### config.mk
export PLATFORM = sky130hd
export DESIGN_NAME = pipe_tracker_flat
export DESIGN_NICKNAME = d
export VERILOG_FILES = /design/src/rtl/pipe_tracker_if.sv /design/src/rtl/pipe_tracker.sv /design/src/flat_wrapper.sv
export SDC_FILE = /design/constraint.sdc
export NUM_CORES = 1
export LEC_CHECK = 0
export CORE_MARGIN = 10
export CORE_UTILIZATION = 45
export CTS_CLUSTER_SIZE = 28
export DETAILED_ROUTE_END_ITERATION = 8
export GPL_ROUTABILITY_DRIVEN = 1
export PLACE_DENSITY = 0.91
export SYNTH_ARGS = -nofsm -noshare
export SYNTH_HDL_FRONTEND = slang
export SYNTH_SLANG_ARGS = --single-unit
### constraint.sdc
create_clock -name clk -period 4.8 [get_ports clk]
set_input_delay 1.2 -clock clk [delete_from_list [all_inputs] [get_ports clk]]
set_output_delay 1.2 -clock clk [all_outputs]
set_load 0.05 [all_outputs]
### src/rtl/pipe_tracker_if.sv
// Decode-to-writeback pipeline tracker bundle; perf counter signals exist only with PIPE_PERF_EN.
// slave is the tracker side, master is the decoder/datapath side.
interface pipe_tracker_if #(
  parameter int STAGES  = 4,
  parameter int PC_W    = 30,
  parameter int UCODE_W = 32,
  parameter int IDATA_W = 25
);
  logic                       in_valid;
  logic [PC_W-1:0]            in_pc;
  logic [UCODE_W-1:0]         in_ucode;
  logic [IDATA_W-1:0]         in_idata;
  logic                       in_ready;
  logic                       ext_hold;
  logic                       flush;
  logic                       hazard;
  logic [STAGES-1:0]          stage_valid;
  logic [STAGES*PC_W-1:0]     stage_pc;
  logic [STAGES*UCODE_W-1:0]  stage_ucode;
  logic [STAGES*IDATA_W-1:0]  stage_idata;
  logic                       retire;

`ifdef PIPE_PERF_EN
  logic                       perf_clr;
  logic [31:0]                perf_retired;
  logic [31:0]                perf_bubbles;
  logic [31:0]                perf_flushes;

  modport master (
    output in_valid, in_pc, in_ucode, in_idata, ext_hold, flush, perf_clr,
    input  in_ready, hazard, stage_valid, stage_pc, stage_ucode, stage_idata, retire,
    input  perf_retired, perf_bubbles, perf_flushes
  );
  modport slave (
    input  in_valid, in_pc, in_ucode, in_idata, ext_hold, flush, perf_clr,
    output in_ready, hazard, stage_valid, stage_pc, stage_ucode, stage_idata, retire,
    output perf_retired, perf_bubbles, perf_flushes
  );
`else
  modport master (
    output in_valid, in_pc, in_ucode, in_idata, ext_hold, flush,
    input  in_ready, hazard, stage_valid, stage_pc, stage_ucode, stage_idata, retire
  );
  modport slave (
    input  in_valid, in_pc, in_ucode, in_idata, ext_hold, flush,
    output in_ready, hazard, stage_valid, stage_pc, stage_ucode, stage_idata, retire
  );
`endif
endinterface

### src/rtl/pipe_tracker.sv
// In-order pipeline tracker: carries {valid, pc, ucode, idata} through STAGES stages with RAW
// stall, ext_hold freeze and branch flush. Define PIPE_PERF_EN to add the perf counters.
module pipe_tracker #(
  parameter int STAGES      = 4,
  parameter int PC_W        = 30,
  parameter int UCODE_W     = 32,
  parameter int IDATA_W     = 25,
  parameter int REG_WE_BIT  = 0,
  parameter int FLUSH_DEPTH = 2
) (
  input  logic          clk,
  input  logic          rst_n,
  pipe_tracker_if.slave bus
);
  typedef enum logic [1:0] {ADV_NORMAL, ADV_HAZARD, ADV_FLUSH, ADV_HOLD} adv_t;

  logic [STAGES-1:0]  valid_reg;
  logic [PC_W-1:0]    pc_reg    [STAGES];
  logic [UCODE_W-1:0] ucode_reg [STAGES];
  logic [IDATA_W-1:0] idata_reg [STAGES];

  logic               valid_next [STAGES];
  logic [PC_W-1:0]    pc_next    [STAGES];
  logic [UCODE_W-1:0] ucode_next [STAGES];
  logic [IDATA_W-1:0] idata_next [STAGES];

  logic [STAGES-1:0]  raw_hit;
  logic [4:0]         rs1_0;
  logic [4:0]         rs2_0;
  logic               hazard;
  logic               retire;
  adv_t               mode;

  assign rs1_0 = idata_reg[0][12:8];
  assign rs2_0 = idata_reg[0][17:13];
  assign raw_hit[0] = 1'b0;

  genvar gi;
  generate
    for (gi = 1; gi < STAGES; gi++) begin : g_raw
      logic [4:0] rd;
      assign rd = idata_reg[gi][4:0];
      assign raw_hit[gi] = valid_reg[gi] && ucode_reg[gi][REG_WE_BIT] && (rd != 5'd0)
                           && ((rd == rs1_0) || (rd == rs2_0));
    end
  endgenerate

  assign hazard = valid_reg[0] && (|raw_hit);

  always_comb begin
    if (bus.ext_hold)   mode = ADV_HOLD;
    else if (bus.flush) mode = ADV_FLUSH;
    else if (hazard)    mode = ADV_HAZARD;
    else                mode = ADV_NORMAL;
  end

  generate
    for (gi = 0; gi < STAGES; gi++) begin : g_stage
      if (gi == 0) begin : g_head
        logic load_in;
        assign load_in        = (mode == ADV_NORMAL);
        assign pc_next[gi]    = load_in ? bus.in_pc    : pc_reg[gi];
        assign ucode_next[gi] = load_in ? bus.in_ucode : ucode_reg[gi];
        assign idata_next[gi] = load_in ? bus.in_idata : idata_reg[gi];
        assign valid_next[gi] = load_in ? bus.in_valid
                              : ((mode == ADV_FLUSH) ? 1'b0 : valid_reg[gi]);
      end else begin : g_body
        localparam bit BUBBLE_ON_HAZARD = (gi == 1);
        localparam bit BUBBLE_ON_FLUSH  = (gi == FLUSH_DEPTH);
        localparam bit KILLED_BY_FLUSH  = (gi < FLUSH_DEPTH);
        logic take_prev;
        logic make_bubble;
        // Bubbles copy the older payload but never its valid bit.
        assign take_prev   = (mode == ADV_NORMAL) || (mode == ADV_HAZARD)
                             || ((mode == ADV_FLUSH) && !KILLED_BY_FLUSH);
        assign make_bubble = ((mode == ADV_HAZARD) && BUBBLE_ON_HAZARD)
                             || ((mode == ADV_FLUSH) && BUBBLE_ON_FLUSH);
        assign pc_next[gi]    = take_prev ? pc_reg[gi-1]    : pc_reg[gi];
        assign ucode_next[gi] = take_prev ? ucode_reg[gi-1] : ucode_reg[gi];
        assign idata_next[gi] = take_prev ? idata_reg[gi-1] : idata_reg[gi];
        assign valid_next[gi] = take_prev ? (valid_reg[gi-1] && !make_bubble)
                              : ((mode == ADV_FLUSH) ? 1'b0 : valid_reg[gi]);
      end
    end
  endgenerate

  always_ff @(posedge clk or negedge rst_n) begin
    if (!rst_n) begin
      for (int k = 0; k < STAGES; k++) begin
        valid_reg[k] <= 1'b0;
        pc_reg[k]    <= '0;
        ucode_reg[k] <= '0;
        idata_reg[k] <= '0;
      end
    end else begin
      for (int k = 0; k < STAGES; k++) begin
        valid_reg[k] <= valid_next[k];
        pc_reg[k]    <= pc_next[k];
        ucode_reg[k] <= ucode_next[k];
        idata_reg[k] <= idata_next[k];
      end
    end
  end

  assign retire          = valid_reg[STAGES-1] && !bus.ext_hold && rst_n;
  assign bus.retire      = retire;
  assign bus.hazard      = hazard;
  assign bus.in_ready    = !bus.ext_hold && !hazard && !bus.flush;
  assign bus.stage_valid = valid_reg;

  generate
    for (gi = 0; gi < STAGES; gi++) begin : g_flat
      assign bus.stage_pc[gi*PC_W +: PC_W]          = pc_reg[gi];
      assign bus.stage_ucode[gi*UCODE_W +: UCODE_W] = ucode_reg[gi];
      assign bus.stage_idata[gi*IDATA_W +: IDATA_W] = idata_reg[gi];
    end
  endgenerate

`ifdef PIPE_PERF_EN
  logic [31:0] perf_retired_reg;
  logic [31:0] perf_bubbles_reg;
  logic [31:0] perf_flushes_reg;

  always_ff @(posedge clk or negedge rst_n) begin
    if (!rst_n) begin
      perf_retired_reg <= '0;
      perf_bubbles_reg <= '0;
      perf_flushes_reg <= '0;
    end else if (bus.perf_clr) begin
      perf_retired_reg <= '0;
      perf_bubbles_reg <= '0;
      perf_flushes_reg <= '0;
    end else begin
      if (retire)              perf_retired_reg <= perf_retired_reg + 32'd1;
      if (mode == ADV_HAZARD)  perf_bubbles_reg <= perf_bubbles_reg + 32'd1;
      if (mode == ADV_FLUSH)   perf_flushes_reg <= perf_flushes_reg + 32'd1;
    end
  end

  assign bus.perf_retired = perf_retired_reg;
  assign bus.perf_bubbles = perf_bubbles_reg;
  assign bus.perf_flushes = perf_flushes_reg;
`endif
endmodule

### src/flat_wrapper.sv
// flat-port wrapper written by rule: the top's interface ports become plain ports
module pipe_tracker_flat 
#(
  parameter int STAGES      = 4,
  parameter int PC_W        = 30,
  parameter int UCODE_W     = 32,
  parameter int IDATA_W     = 25,
  parameter int REG_WE_BIT  = 0,
  parameter int FLUSH_DEPTH = 2
)
  (clk, rst_n, bus_in_valid, bus_in_pc, bus_in_ucode, bus_in_idata, bus_ext_hold, bus_flush, bus_in_ready, bus_hazard, bus_stage_valid, bus_stage_pc, bus_stage_ucode, bus_stage_idata, bus_retire);
  pipe_tracker_if #(.STAGES(STAGES), .PC_W(PC_W), .UCODE_W(UCODE_W), .IDATA_W(IDATA_W)) bus_i ();
  input  logic clk;
  input  logic rst_n;
  input wire logic [$bits(bus_i.in_valid)-1:0] bus_in_valid;
  input wire logic [$bits(bus_i.in_pc)-1:0] bus_in_pc;
  input wire logic [$bits(bus_i.in_ucode)-1:0] bus_in_ucode;
  input wire logic [$bits(bus_i.in_idata)-1:0] bus_in_idata;
  input wire logic [$bits(bus_i.ext_hold)-1:0] bus_ext_hold;
  input wire logic [$bits(bus_i.flush)-1:0] bus_flush;
  output wire logic [$bits(bus_i.in_ready)-1:0] bus_in_ready;
  output wire logic [$bits(bus_i.hazard)-1:0] bus_hazard;
  output wire logic [$bits(bus_i.stage_valid)-1:0] bus_stage_valid;
  output wire logic [$bits(bus_i.stage_pc)-1:0] bus_stage_pc;
  output wire logic [$bits(bus_i.stage_ucode)-1:0] bus_stage_ucode;
  output wire logic [$bits(bus_i.stage_idata)-1:0] bus_stage_idata;
  output wire logic [$bits(bus_i.retire)-1:0] bus_retire;
  assign bus_i.in_valid = bus_in_valid;
  assign bus_i.in_pc = bus_in_pc;
  assign bus_i.in_ucode = bus_in_ucode;
  assign bus_i.in_idata = bus_in_idata;
  assign bus_i.ext_hold = bus_ext_hold;
  assign bus_i.flush = bus_flush;
  assign bus_in_ready = bus_i.in_ready;
  assign bus_hazard = bus_i.hazard;
  assign bus_stage_valid = bus_i.stage_valid;
  assign bus_stage_pc = bus_i.stage_pc;
  assign bus_stage_ucode = bus_i.stage_ucode;
  assign bus_stage_idata = bus_i.stage_idata;
  assign bus_retire = bus_i.retire;
  pipe_tracker #(.STAGES(STAGES), .PC_W(PC_W), .UCODE_W(UCODE_W), .IDATA_W(IDATA_W), .REG_WE_BIT(REG_WE_BIT), .FLUSH_DEPTH(FLUSH_DEPTH)) u_core (.clk(clk), .rst_n(rst_n), .bus(bus_i));
endmodule
==> flow_metrics.env <==
export IMPL_outcome="finished, final reports clean"
export IMPL_cp_arrival_ps=3270
export IMPL_slew_headroom=0.289
export IMPL_p_total_mw=12.6
export IMPL_setup_tns_ps=0
export IMPL_critPathMaxFanout=6
export IMPL_dr_pass1_iters=6
export IMPL_via_per_inst=5.08
export IMPL_hold_buffers=0
export IMPL_grt_ovfl_total=0
export IMPL_cp_end_kind="output port"
export IMPL_final_core_util=0.659
export IMPL_setup_viol_count_final=0
export IMPL_area_delta_synth_final_pct=45.4
export IMPL_critPathBufInv=1
export IMPL_syn_cell_area_um2=13400
export IMPL_synth_area_per_cell_um2=16.7
export IMPL_hold_viol=0
export IMPL_syn_num_nets=894
export IMPL_die_w_um=192
export IMPL_grt_pass1_wl_mm=57.4
export IMPL_htree_levels=2
export IMPL_globalplace_congestion=0.874
export IMPL_yosysSeqAreaShare=0.659
export IMPL_critical_path_required_ps=3600
export IMPL_tightestPinTransition_ps=1070
export IMPL_yosys_warnings=0
export IMPL_cellPowerDensity_nw_per_um2=648
export IMPL_gr_usage_all_layers=0.201
export IMPL_num_io_pins=447
export IMPL_rows=63
export IMPL_clockRootBuffer="clkbuf_16"
export IMPL_synth_top_area_cell="dfrtp_1"
export IMPL_synth_cells=802
export IMPL_ys_types=23
export IMPL_final_antenna_net_count=0
export IMPL_placed_area_um2=18300
export IMPL_die_y_um=192
export IMPL_dieArea_um2=37000
export IMPL_synth_area_leaders="dfrtp_1 (66%), mux2_2 (28%), xnor2_1 (2.0%)"
export IMPL_dp_hpwl_mm=27.5
export IMPL_synth_edff_count=0
export IMPL_p_leak_nw=8.05
export IMPL_synth_seq_cells=352
export IMPL_ys_flop_type="dfrtp_1"
export IMPL_fin_nets=1349
export IMPL_clkTransAtPathRegs_ps=60
export IMPL_worstSetupStartpointType="flip-flop"
export IMPL_dr_first_iter_drc_count=325
export IMPL_slew_viol_final=0
export IMPL_rsz0062_at_grt="no"
export IMPL_drt_total_wl_mm=38.3
export IMPL_fin_worst_skew_ps=10.1
export IMPL_final_layout_size_suffix_gt1_frac=0.307
export IMPL_num_vias=8503
export IMPL_post_route_period_util=0.931
export IMPL_synth_top_area_frac=0.659
export IMPL_max_stage_delay_ps=750
export IMPL_post_cts_setup_buffer_count=0
export IMPL_max_vdd_ir_drop_uv=450
export IMPL_grt_antenna_before_repair=2
export IMPL_port_buffers=446
export IMPL_drc_errors=0
export IMPL_maxCapViolations=0
export IMPL_initial_core_util=0.453
export IMPL_max_freq_ghz=0.224
export IMPL_crit_family="compound AO/OA/AOI/OAI gates"
export IMPL_post_drt_wl_per_cell_um=22.8
export IMPL_min_path_type="in -> async"
export IMPL_final_area_um2=19400
export IMPL_period_needed_ps=4470
export IMPL_path_cells="or3_1 > o311a_1 > a222oi_1 > nor2_1 > clkdlybuf4s50_1"
export IMPL_clkSinkCount=352
export IMPL_cts_made_buffers=37
export IMPL_cts_tree="built"
export IMPL_async_flop_share=1.00
export IMPL_core_um2=29500
export IMPL_insertion_delay_ps=510
export IMPL_clk_path_buf_depth=3
export IMPL_cts_resized_gates=0
export IMPL_grt_pass1_vias=9249
export IMPL_crit_type="reg -> out"
export IMPL_grt_max_degree=187
export IMPL_critPathSlowestCell="clkdlybuf4s50_1"
## logic make-up after synthesis
| kind of cell | after synthesis | synth area share |
|---|---|---|
| AOI/OAI and AO/OA | 12 | 0.00730 |
| buffers and inverters | 40 | 0.0126 |
| muxes | 349 | 0.294 |
| DFF | 352 | 0.659 |
| xor gates and xnor gates | 30 | 0.0197 |
| and+or+nand+nor | 19 | 0.00702 |
## through the flow
step	cells	setup slack (ps)	hold slack (ps)
2_1_floorplan	802	921	845
3_3_place_gp	1608	935	486
3_5_place_dp	1608	894	492
4_1_cts	1672	327	475
5_1_grt	1673	173	475
6_report	1675	331	492
## synthesized netlist by cell type, types with 2 or more instances
master	n
mux2_1	19
buf_6	2
buf_2	3
o311a_1	3
or3_1	3
xnor2_1	30
nand3_1	6
o22ai_1	3
dfrtp_1	352
mux2_2	330
inv_1	2
nand2_1	6
nor2_1	2
clkbuf_1	32
## placed cells by master (no fill, tap or decap), types with 6 or more instances in the layout
master,count
mux2_1,19
mux2_2,330
dfrtp_1,352
nand2_1,6
clkbuf_1,15
nand3_1,6
clkdlybuf4s50_1,443
clkbuf_16,39
buf_4,6
xnor2_1,30
## where the power goes
| part | leakage (nW) | switching [mW] | internal, mW |
|---|---|---|---|
| registers | 4.17 | 0.617 | 3.72 |
| clock network | 0.555 | 1.12 | 1.60 |
| logic | 3.33 | 3.57 | 1.95 |
| total | 8.05 | 5.31 | 7.27 |
## path summary, 6_finish.rpt
path	startpoint	end	slack, ps	depth (start not counted)
min in group clk	u_core.bus.stage_ucode[124]	u_core.bus.stage_ucode[124]	500	1
max in group asynchronous	rst_n	u_core.bus.stage_pc[36]	2250	3
worst min-delay path	rst_n	u_core.bus.stage_idata[86]	490	1
worst max register to register	u_core.bus.stage_idata[8]	u_core.bus.stage_pc[21]	1510	8
worst max-delay path	u_core.bus.stage_idata[25]	bus_hazard	330	5
worst min register to register	u_core.bus.stage_ucode[124]	u_core.bus.stage_ucode[124]	500	1
## area by class of cell
class / count / area [um2]
fill: 2003 / 10100
sequential: 352 / 8810
timing repair buffer: 454 / 4570
multi-input combinational: 410 / 4400
clock buffer: 57 / 1070
tap: 390 / 488
clock inverter: 7 / 70.1
inverter: 2 / 7.51
antenna: 3 / 7.51
## metal layers
| layer | wire, um | track usage | share of wire | vias to the layer above |
|---|---|---|---|---|
| li1 | - | - | - | 3758 |
| met1 | 13900 | 0.220 | 0.36 | 4384 |
| met2 | 19800 | 0.355 | 0.52 | 297 |
| met3 | 3430 | 0.0716 | 0.090 | 64 |
| met4 | 1130 | 0.0659 | 0.029 | 0 |
| met5 | 0 | 0 | 0 | - |
## registers in the layout, indices dropped and copies added, names as in the netlist
| signal | count |
|---|---|
| u_core.bus.stage_ucode | 128 |
| u_core.bus.stage_pc | 120 |
| u_core.bus.stage_idata | 100 |
| u_core.bus.stage_valid | 4 |
Power figures use the tool's default switching activity.
